==> config.mk <==
export PLATFORM = sky130hd
export DESIGN_NAME = ack_bus_requester
export DESIGN_NICKNAME = d
export VERILOG_FILES = /design/src/rtl/ack_bus_requester.sv
export SDC_FILE = /design/constraint.sdc
export NUM_CORES = 1
export LEC_CHECK = 0
export CAP_MARGIN = 20
export CORE_AREA = 8 8 45 47
export CTS_CLUSTER_DIAMETER = 200
export DETAILED_ROUTE_END_ITERATION = 10
export DIE_AREA = 0 0 53 55
export PLACE_DENSITY = 0.73
export RECOVER_POWER = 50
export SYNTH_ARGS = -nofsm -noshare
export SYNTH_HDL_FRONTEND = slang
export SYNTH_SLANG_ARGS = --single-unit
==> constraint.sdc <==
create_clock -name clk -period 1.5 [get_ports clk]
set_input_delay 0.3 -clock clk [delete_from_list [all_inputs] [get_ports clk]]
set_output_delay 0.3 -clock clk [all_outputs]
set_load 0.05 [all_outputs]
==> src/rtl/ack_bus_requester.sv <==
// rtl/ack_bus_requester.sv - per-source ACK bus front end: event queue, MSB-first wired-AND arbitration, HOLD timeout under ACK_TIMEOUT_EN
module ack_bus_requester #(
   parameter logic [1:0]  SOURCE_ID      = 2'b10,
   parameter int unsigned TIMEOUT_CYCLES = 255
) (
   input  logic       clk,
   input  logic       rst_n,
   input  logic       ack_pulse,
   input  logic       ack_valid_n_bus,
   input  logic [1:0] ack_id_bus,
   input  logic       ack_ready,
   output logic       ack_valid_n_oe,
   output logic [1:0] ack_id_oe,
   output logic       req,
   output logic       ack_done,
   output logic [1:0] pend_cnt,
   output logic       overflow,
   output logic       timeout_err
);

   typedef enum logic [2:0] {
      S_IDLE,
      S_ARB_MSB,
      S_ARB_LSB,
      S_HOLD,
      S_RELEASE,
      S_BACKOFF
   } state_t;

   state_t     state;
   state_t     state_nx;
   logic       lost_msb;
   logic       lost_lsb;
   logic       deliver;
   logic       tmo_hit;
   logic [1:0] pend_nx;
   logic       ovf_set;
   logic       drive_nx;
   logic       drive_lsb_nx;

   // A source whose ID bit is 1 releases that line; seeing it low means a lower ID is competing.
   assign lost_msb = SOURCE_ID[1] & ~ack_id_bus[1];
   assign lost_lsb = SOURCE_ID[0] & ~ack_id_bus[0];
   assign deliver  = (state == S_HOLD) && !lost_lsb && ack_ready;

`ifdef ACK_TIMEOUT_EN
   localparam logic [7:0] TMO_LAST = 8'(TIMEOUT_CYCLES - 1);

   logic [7:0] tmo_cnt;

   assign tmo_hit = (state == S_HOLD) && !lost_lsb && !ack_ready && (tmo_cnt == TMO_LAST);

   // Held at zero outside HOLD so every HOLD entry starts a fresh count.
   always_ff @(posedge clk or negedge rst_n) begin
      if (!rst_n) begin
         tmo_cnt <= 8'd0;
      end else if (state != S_HOLD) begin
         tmo_cnt <= 8'd0;
      end else if (!ack_ready) begin
         tmo_cnt <= tmo_cnt + 8'd1;
      end
   end
`else
   assign tmo_hit = 1'b0 && (TIMEOUT_CYCLES != 0);
`endif

   always_comb begin
      pend_nx = pend_cnt;
      ovf_set = 1'b0;
      if (ack_pulse && !deliver) begin
         if (pend_cnt == 2'd3) begin
            ovf_set = 1'b1;
         end else begin
            pend_nx = pend_cnt + 2'd1;
         end
      end else if (!ack_pulse && deliver) begin
         pend_nx = pend_cnt - 2'd1;
      end
   end

   always_comb begin
      state_nx = state;
      case (state)
         S_IDLE: begin
            if ((pend_nx != 2'd0) && ack_valid_n_bus) begin
               state_nx = S_ARB_MSB;
            end
         end
         S_ARB_MSB: begin
            state_nx = lost_msb ? S_BACKOFF : S_ARB_LSB;
         end
         S_ARB_LSB: begin
            state_nx = (lost_msb || lost_lsb) ? S_BACKOFF : S_HOLD;
         end
         S_HOLD: begin
            if (lost_lsb) begin
               state_nx = S_BACKOFF;
            end else if (ack_ready) begin
               state_nx = S_RELEASE;
            end else if (tmo_hit) begin
               state_nx = S_BACKOFF;
            end
         end
         S_RELEASE: begin
            state_nx = S_IDLE;
         end
         S_BACKOFF: begin
            if (ack_valid_n_bus) begin
               state_nx = S_IDLE;
            end
         end
         default: begin
            state_nx = S_IDLE;
         end
      endcase
   end

   // Drivers are registered from the next state so they line up with the state they belong to.
   assign drive_nx     = (state_nx == S_ARB_MSB) || (state_nx == S_ARB_LSB) || (state_nx == S_HOLD);
   assign drive_lsb_nx = (state_nx == S_ARB_LSB) || (state_nx == S_HOLD);

   always_ff @(posedge clk or negedge rst_n) begin
      if (!rst_n) begin
         state          <= S_IDLE;
         pend_cnt       <= 2'd0;
         overflow       <= 1'b0;
         ack_valid_n_oe <= 1'b0;
         ack_id_oe      <= 2'b00;
         req            <= 1'b0;
         ack_done       <= 1'b0;
         timeout_err    <= 1'b0;
      end else begin
         state          <= state_nx;
         pend_cnt       <= pend_nx;
         overflow       <= overflow | ovf_set;
         ack_valid_n_oe <= drive_nx;
         ack_id_oe[1]   <= drive_nx & ~SOURCE_ID[1];
         ack_id_oe[0]   <= drive_lsb_nx & ~SOURCE_ID[0];
         req            <= (state_nx == S_HOLD);
         ack_done       <= deliver;
         timeout_err    <= tmo_hit;
      end
   end

endmodule

==> results.py, run 1 <==
metrics = {
    "global_route": {
        "grt_pass1_vias": 421,
        "grt_max_degree": 11,
        "grt_util_all_layers_pct": 8.77,
        "grt-ovfl-total": 0,
        "antenna_found_initial": 0,
        "grt_pass1_wl_mm": 1.81,
    },
    "place": {
        "dp_cells": 80,
        "port_buffers": 12,
        "post-dp-hpwl_um": 927,
        "gp_congestion": 0.753,
        "place_area_um2": 820,
    },
    "floorplanning": {
        "num_rows": 14,
        "die_w_um": 53,
        "die_h_um": 55,
        "dieArea_um2": 2920,
        "start_util_pct": 41.7,
        "core_um2": 1380,
        "ios": 16,
    },
    "timing": {
        "worst_pin_slew_ps": 509,
        "fmax_mhz": 694,
        "finClkSkew_ps": 5.14,
        "period_share_pct": 96.1,
        "layout_min_cycle_time_ps": 1440,
        "fin_hold_ws_ps": 423,
        "setup_viol": 0,
        "slew_violations": 0,
        "finalHoldViolCount": 0,
        "maxSlewHeadroom_pct": 66.0,
    },
    "clocking": {
        "cts_root_buffer": "clkbuf_4",
        "cts_tree": "built",
        "clk_latency_ps": 260,
        "htree_levels": 1,
        "path_clk_slew_ps": 70,
        "numClockSinks": 10,
        "clk_path_buf_depth": 2,
        "cts_buffers": 3,
    },
    "logic_synthesis": {
        "synth-compound-area-share_pct": 13.7,
        "ys_seq_area_share_pct": 43.4,
        "synth-adder-area-share_pct": 6.51,
        "synth.ff_latch_count": 10,
        "synth_xor_area_share_pct": 4.34,
        "ys_warn_count": 0,
        "synth_cell_types": 26,
        "synthSimpleGateAreaFrac_pct": 15.4,
        "synthMuxAreaShare_pct": 5.42,
        "synth_top_family_by_area": "simple AND/OR/NAND/NOR gates",
        "syn_area_per_cell_um2": 11.8,
        "synth_area_um2": 577,
        "synthCells": 49,
    },
    "routing": {
        "drtIter0Drc": 3,
        "vias_per_cell": 4.72,
        "drc_errors": 0,
        "wire_per_inst_um": 13.3,
        "firstDrtPassIters": 4,
        "routed_wl_mm": 1.16,
        "antenna_left": 0,
        "vias": 411,
    },
    "finish": {
        "drive_gt1_share_pct": 43.7,
        "mostFrequentLayoutCells": "8 x dfrtp_1, 8 x buf_4, 5 x buf_12",
        "antenna_cells": 0,
        "fin_area_um2": 877,
        "stdcell_count": 87,
        "nets": 82,
        "syn_to_final_growth_pct": 52.1,
    },
    "worst_setup_path": {
        "arrival_ps": 1580,
        "criticalPathCategory": "flop to flop",
        "crit_fanout": 4,
        "startpoint_type": "flop",
        "crit_chain": "inv_2, ha_4, mux2i_1, mux2_4, o21ai_2, nand2_1",
        "cp_slowest_cell": "dfrtp_2",
        "rr_worst_depth": 6,
        "cp-end-kind": "flop",
        "critPathTopFamily": "flip-flops",
        "cp.buffers_inverters": 1,
        "cpPeakStageDelay_ps": 410,
        "crit_required_ps": 1640,
        "path_depth": 6,
    },
    "pwr": {
        "power_uw": 1260,
        "vdd_ir_drop_max_v": 0.000575,
        "p_leak_uw": 0.000459,
        "power-per-cell-area_nw_per_um2": 1440,
    },
    "job": {
        "maxCapViolCount": 0,
    },
    "status": {
        "outcome": "complete, no violations",
    },
    "hold_path": {
        "hp-class": "input pin to asynchronous set/reset pin",
    },
}
==> metal layers <==
layer | GRT usage [%] | wire (um)
met1 | 8.28 | 468
met2 | 14.6 | 567
met3 | 4.28 | 125
met4 | 6.47 | 0
met5 | 0 | 0
==> area by class of cell <==
type | instances | area [um2]
multi-input cells | 31 | 297
clock buffers | 4 | 36.3
well taps | 16 | 20.0
flip-flops and latches | 10 | 253
fillers | 115 | 507
repair buffers | 21 | 245
inverters | 5 | 26.3
==> synthesized netlist by cell type, drive strengths merged <==
| cell | n | area share [%] |
|---|---|---|
| nor4b | 1 | 1.5 |
| inv | 4 | 2.6 |
| a221oi | 1 | 4.6 |
| nand4b | 1 | 4.1 |
| mux2 | 1 | 2.0 |
| nand4bb | 1 | 2.0 |
| a21o | 1 | 1.3 |
| xnor2 | 1 | 2.8 |
| clkinv | 1 | 1.5 |
| o21a | 1 | 1.3 |
| nor2 | 2 | 1.3 |
| buf | 4 | 6.5 |
| nand3b | 1 | 1.3 |
| xor2 | 1 | 1.5 |
| and3 | 1 | 1.3 |
| a21oi | 2 | 1.7 |
| ha | 3 | 6.5 |
| mux2i | 2 | 3.5 |
| nand2 | 4 | 2.6 |
| o21ai | 3 | 3.3 |
| conb | 1 | 0.65 |
| dfrtp | 10 | 43 |
| a31o | 1 | 1.5 |
| nor3b | 1 | 1.3 |
==> path summary, 6_finish.rpt <==
kind | startpoint | to | slack (ps)
worst max-delay path | pend_cnt[1]$_DFF_PN0_ | ack_valid_n_oe$_DFF_PN0_ | 60
worst min-delay path | rst_n | ack_done$_DFF_PN0_ | 420
worst max register to register | pend_cnt[1]$_DFF_PN0_ | ack_valid_n_oe$_DFF_PN0_ | 60
worst min register to register | overflow$_DFF_PN0_ | overflow$_DFF_PN0_ | 540
max in group asynchronous | rst_n | pend_cnt[1]$_DFF_PN0_ | 740
min in group clk | overflow$_DFF_PN0_ | overflow$_DFF_PN0_ | 540
==> per-stage QoR <==
step           util, %  setup slack, ps  TNS, ps
6_report          63.4             58.1        0
5_1_grt           63.4            -10.2    -12.1
4_1_cts           62.3             42.1        0
3_5_place_dp      59.2             -291     -862
3_3_place_gp      59.2             -287     -809
2_1_floorplan        -            -16.6    -33.1
==> state kept, by name (all words and copies together), names as in the netlist <==
| signal | cells |
|---|---|
| state | 3 |
| ack_id_oe | 1 |
| overflow | 1 |
| pend_cnt | 2 |
| ack_valid_n_oe | 1 |
| ack_done | 1 |
| req | 1 |
==> worst register-to-register path, delay by kind of cell (launching register included) <==
| family | cells | cell delay, ps |
|---|---|---|
| AND/OR/NAND/NOR | 1 | 80 |
| AO/OA/AOI/OAI | 1 | 160 |
| buffers and inverters | 1 | 80 |
| adder cells (fa/ha/maj) | 1 | 260 |
| multiplexers | 2 | 340 |
| flip-flops | 1 | 410 |
==> power by group <==
group	internal (uW)	switching [uW]
combinational	289	345
clock	147	87.5
sequential	341	53.3
total	778	486
==> logic make-up (layout without fill, tap and decap cells) <==
group | after synthesis | in the layout
and+or+nand+nor | 12 | 12
DFF | 10 | 10
AOI/OAI and AO/OA | 9 | 9
buffers and inverters | 9 | 30
adders and majority gates | 3 | 3
muxes | 3 | 3
xor gates and xnor gates | 2 | 2
other | 1 | 2
==> what timing repair did <==
action	4_1_cts	5_1_grt
pin swaps	1	3
hold buffers	0	0
gates resized for setup	1	2
buffers inserted	1	2
setup endpoints to repair	2	2
Power figures use the tool's default switching activity.
==> run 2, diff against run 1 <==
--- a/config.mk
+++ b/config.mk
@@ -10,6 +10,7 @@
 export CTS_CLUSTER_DIAMETER = 200
 export DETAILED_ROUTE_END_ITERATION = 10
 export DIE_AREA = 0 0 53 55
+export GPL_ROUTABILITY_DRIVEN = 1
 export PLACE_DENSITY = 0.73
 export RECOVER_POWER = 50
 export SYNTH_ARGS = -nofsm -noshare
==> constraint.sdc (replaced) <==
create_clock -name clk -period 1.69 [get_ports clk]
set_input_delay 0.338 -clock clk [delete_from_list [all_inputs] [get_ports clk]]
set_output_delay 0.338 -clock clk [all_outputs]
set_load 0.05 [all_outputs]
==> run 2 against run 1 <==
  * Design area decreased by 20%
  * First-iteration DRC count increased to 3.3 times the previous value
  * Clock skew decreased by 3.3 ps
  * Via count decreased by 7.3%
  * Critical path type is now input pin to flop
  * Wire length decreased by 14%
  * Critical path depth increased by 1
  * Total power decreased by 25%
  * Sequential share of layout area increased by 7.0 points
  * Register-to-register slack improved by 180 ps
  * Highest routed layer is now met4
  * Largest power group unchanged
  * Cell count decreased by 8.0%
  * Worst setup slack improved by 120 ps
  * Clock power decreased by 26%
==> results.py, run 2 (synthesis results as in run 1) <==
metrics = {
    "status": {
        "outcome": "complete, no violations",
    },
    "pwr": {
        "switching_share_pct": 43.1,
        "clockPowerShare_pct": 18.3,
        "power-per-cell-area_nw_per_um2": 1340,
        "intPower_uw": 536,
        "power.switching_uw": 406,
        "vdd_ir_drop_max_v": 0.000857,
        "p_leak_uw": 0.000362,
        "pwr-share-comb_pct": 41.7,
        "sequentialPowerShare_pct": 39.9,
    },
    "timing": {
        "slew_violations": 0,
        "setup_viol": 0,
        "worst_slack_ps": 182,
        "maxSlewHeadroom_pct": 60.3,
        "rsz0062_at_grt": "false",
        "fin_hold_ws_ps": 445,
        "finalHoldViolCount": 0,
        "fin_tns_setup_ps": 0,
        "fmax_mhz": 663,
        "period_share_pct": 89.2,
        "finClkSkew_ps": 1.86,
        "layout_min_cycle_time_ps": 1510,
        "worst_pin_slew_ps": 599,
    },
    "worst_setup_path": {
        "startpoint_type": "input pin",
        "arrival_ps": 1660,
        "cp-end-kind": "flop",
        "crit_required_ps": 1840,
        "crit_fanout": 4,
        "criticalPathCategory": "input pin to flop",
    },
    "clocking": {
        "cts_resized": 0,
        "cts_buffers": 3,
        "clk_path_buf_depth": 2,
        "numClockSinks": 10,
        "cts_tree": "built",
        "clk_latency_ps": 260,
        "htree_levels": 1,
        "cts_root_buffer": "clkbuf_4",
        "cts_hold_buf": 0,
        "path_clk_slew_ps": 60,
        "postCtsSetupRepairBufs": 0,
    },
    "finish": {
        "stdcell_count": 80,
        "regMostFlops": "state",
        "mostFrequentLayoutCells": "8 x dfrtp_1, 8 x buf_4, 4 x inv_1, 4 x nand2_1, 4 x clkdlybuf4s50_1",
        "syn_to_final_growth_pct": 22.3,
        "reg_top3": "state (3), pend_cnt (2)",
        "fin_area_um2": 706,
        "antenna_cells": 0,
        "drive_gt1_share_pct": 32.8,
        "largest_register_ffs": 3,
        "nets": 75,
    },
    "global_route": {
        "grt_pass1_vias": 364,
        "grt_max_degree": 11,
        "grt_util_all_layers_pct": 7.51,
        "grt_pass1_wl_mm": 1.52,
        "antenna_found_initial": 0,
        "grt-ovfl-total": 0,
    },
    "place": {
        "port_buffers": 12,
        "gp_congestion": 0.775,
        "dp_cells": 76,
        "post-dp-hpwl_um": 820,
        "dp_slack_ps": -96.4,
        "place_area_um2": 683,
    },
    "floorplanning": {
        "dieArea_um2": 2920,
        "die_w_um": 53,
        "start_util_pct": 41.7,
        "ios": 16,
        "num_rows": 14,
        "core_um2": 1380,
        "die_h_um": 55,
    },
    "hold_path": {
        "hp-class": "input pin to asynchronous set/reset pin",
    },
    "job": {
        "maxCapViolCount": 0,
    },
    "routing": {
        "drc_errors": 0,
        "drtIter0Drc": 10,
        "firstDrtPassIters": 4,
        "routed_wl_mm": 1.00,
        "vias_per_cell": 4.76,
        "antenna_left": 0,
        "vias": 381,
        "wire_per_inst_um": 12.5,
    },
}
run 2: worst paths after layout:
| kind | startpoint | end | slack (ps) | cells past startpoint |
|---|---|---|---|---|
| hold reg to reg | overflow$_DFF_PN0_ | overflow$_DFF_PN0_ | 490 | 1 |
| min in group clk | overflow$_DFF_PN0_ | overflow$_DFF_PN0_ | 490 | 1 |
| setup reg to reg | state[1]$_DFF_PN0_ | ack_valid_n_oe$_DFF_PN0_ | 240 | 6 |
| setup / recovery | ack_ready | ack_valid_n_oe$_DFF_PN0_ | 180 | 7 |
| max in group asynchronous | rst_n | pend_cnt[1]$_DFF_PN0_ | 930 | 1 |
| hold / removal | rst_n | state[0]$_DFF_PN0_ | 450 | 1 |
run 2: layout make-up:
cell class | instances | area (um2)
Clock buffer | 4 | 26.3
Fill cell | 133 | 678
Inverter | 5 | 23.8
Multi-Input combinational cell | 31 | 269
Sequential cell | 10 | 253
Tap cell | 16 | 20.0
Timing Repair Buffer | 14 | 114
run 2: power groups by stage:
stage | combinational (uW) | clock, uW | sequential, uW
final | 393 | 173 | 376
after global routing | 419 | 197 | 386
after CTS | 406 | 181 | 377
after detailed placement | 405 | 0 | 382
after global placement | 395 | 0 | 379
after floorplan | 254 | 0 | 455
run 2: per-stage QoR:
step	utilization, %	total power, uW
2_1_floorplan	-	709
3_3_place_gp	49.4	774
3_5_place_dp	49.4	787
4_1_cts	51.3	964
5_1_grt	51.0	1000
6_report	51.0	942
run 2: layer usage:
metal / vias to the layer above / global-route usage (%) / wire (um)
met4: 0 / 7.76 / 40
met3: 4 / 2.41 / 74
met2: 10 / 12.9 / 497
li1: 192 / - / -
met5: - / 0 / 0
met1: 175 / 6.74 / 387
run 2: critical path: stages:
cell and delay, ps:
clkdlybuf4s50_1 530, nand4b_4 150, clkinv_4 100, mux2i_1 70
mux2_2 280, o21ai_2 130, nand2_1 60
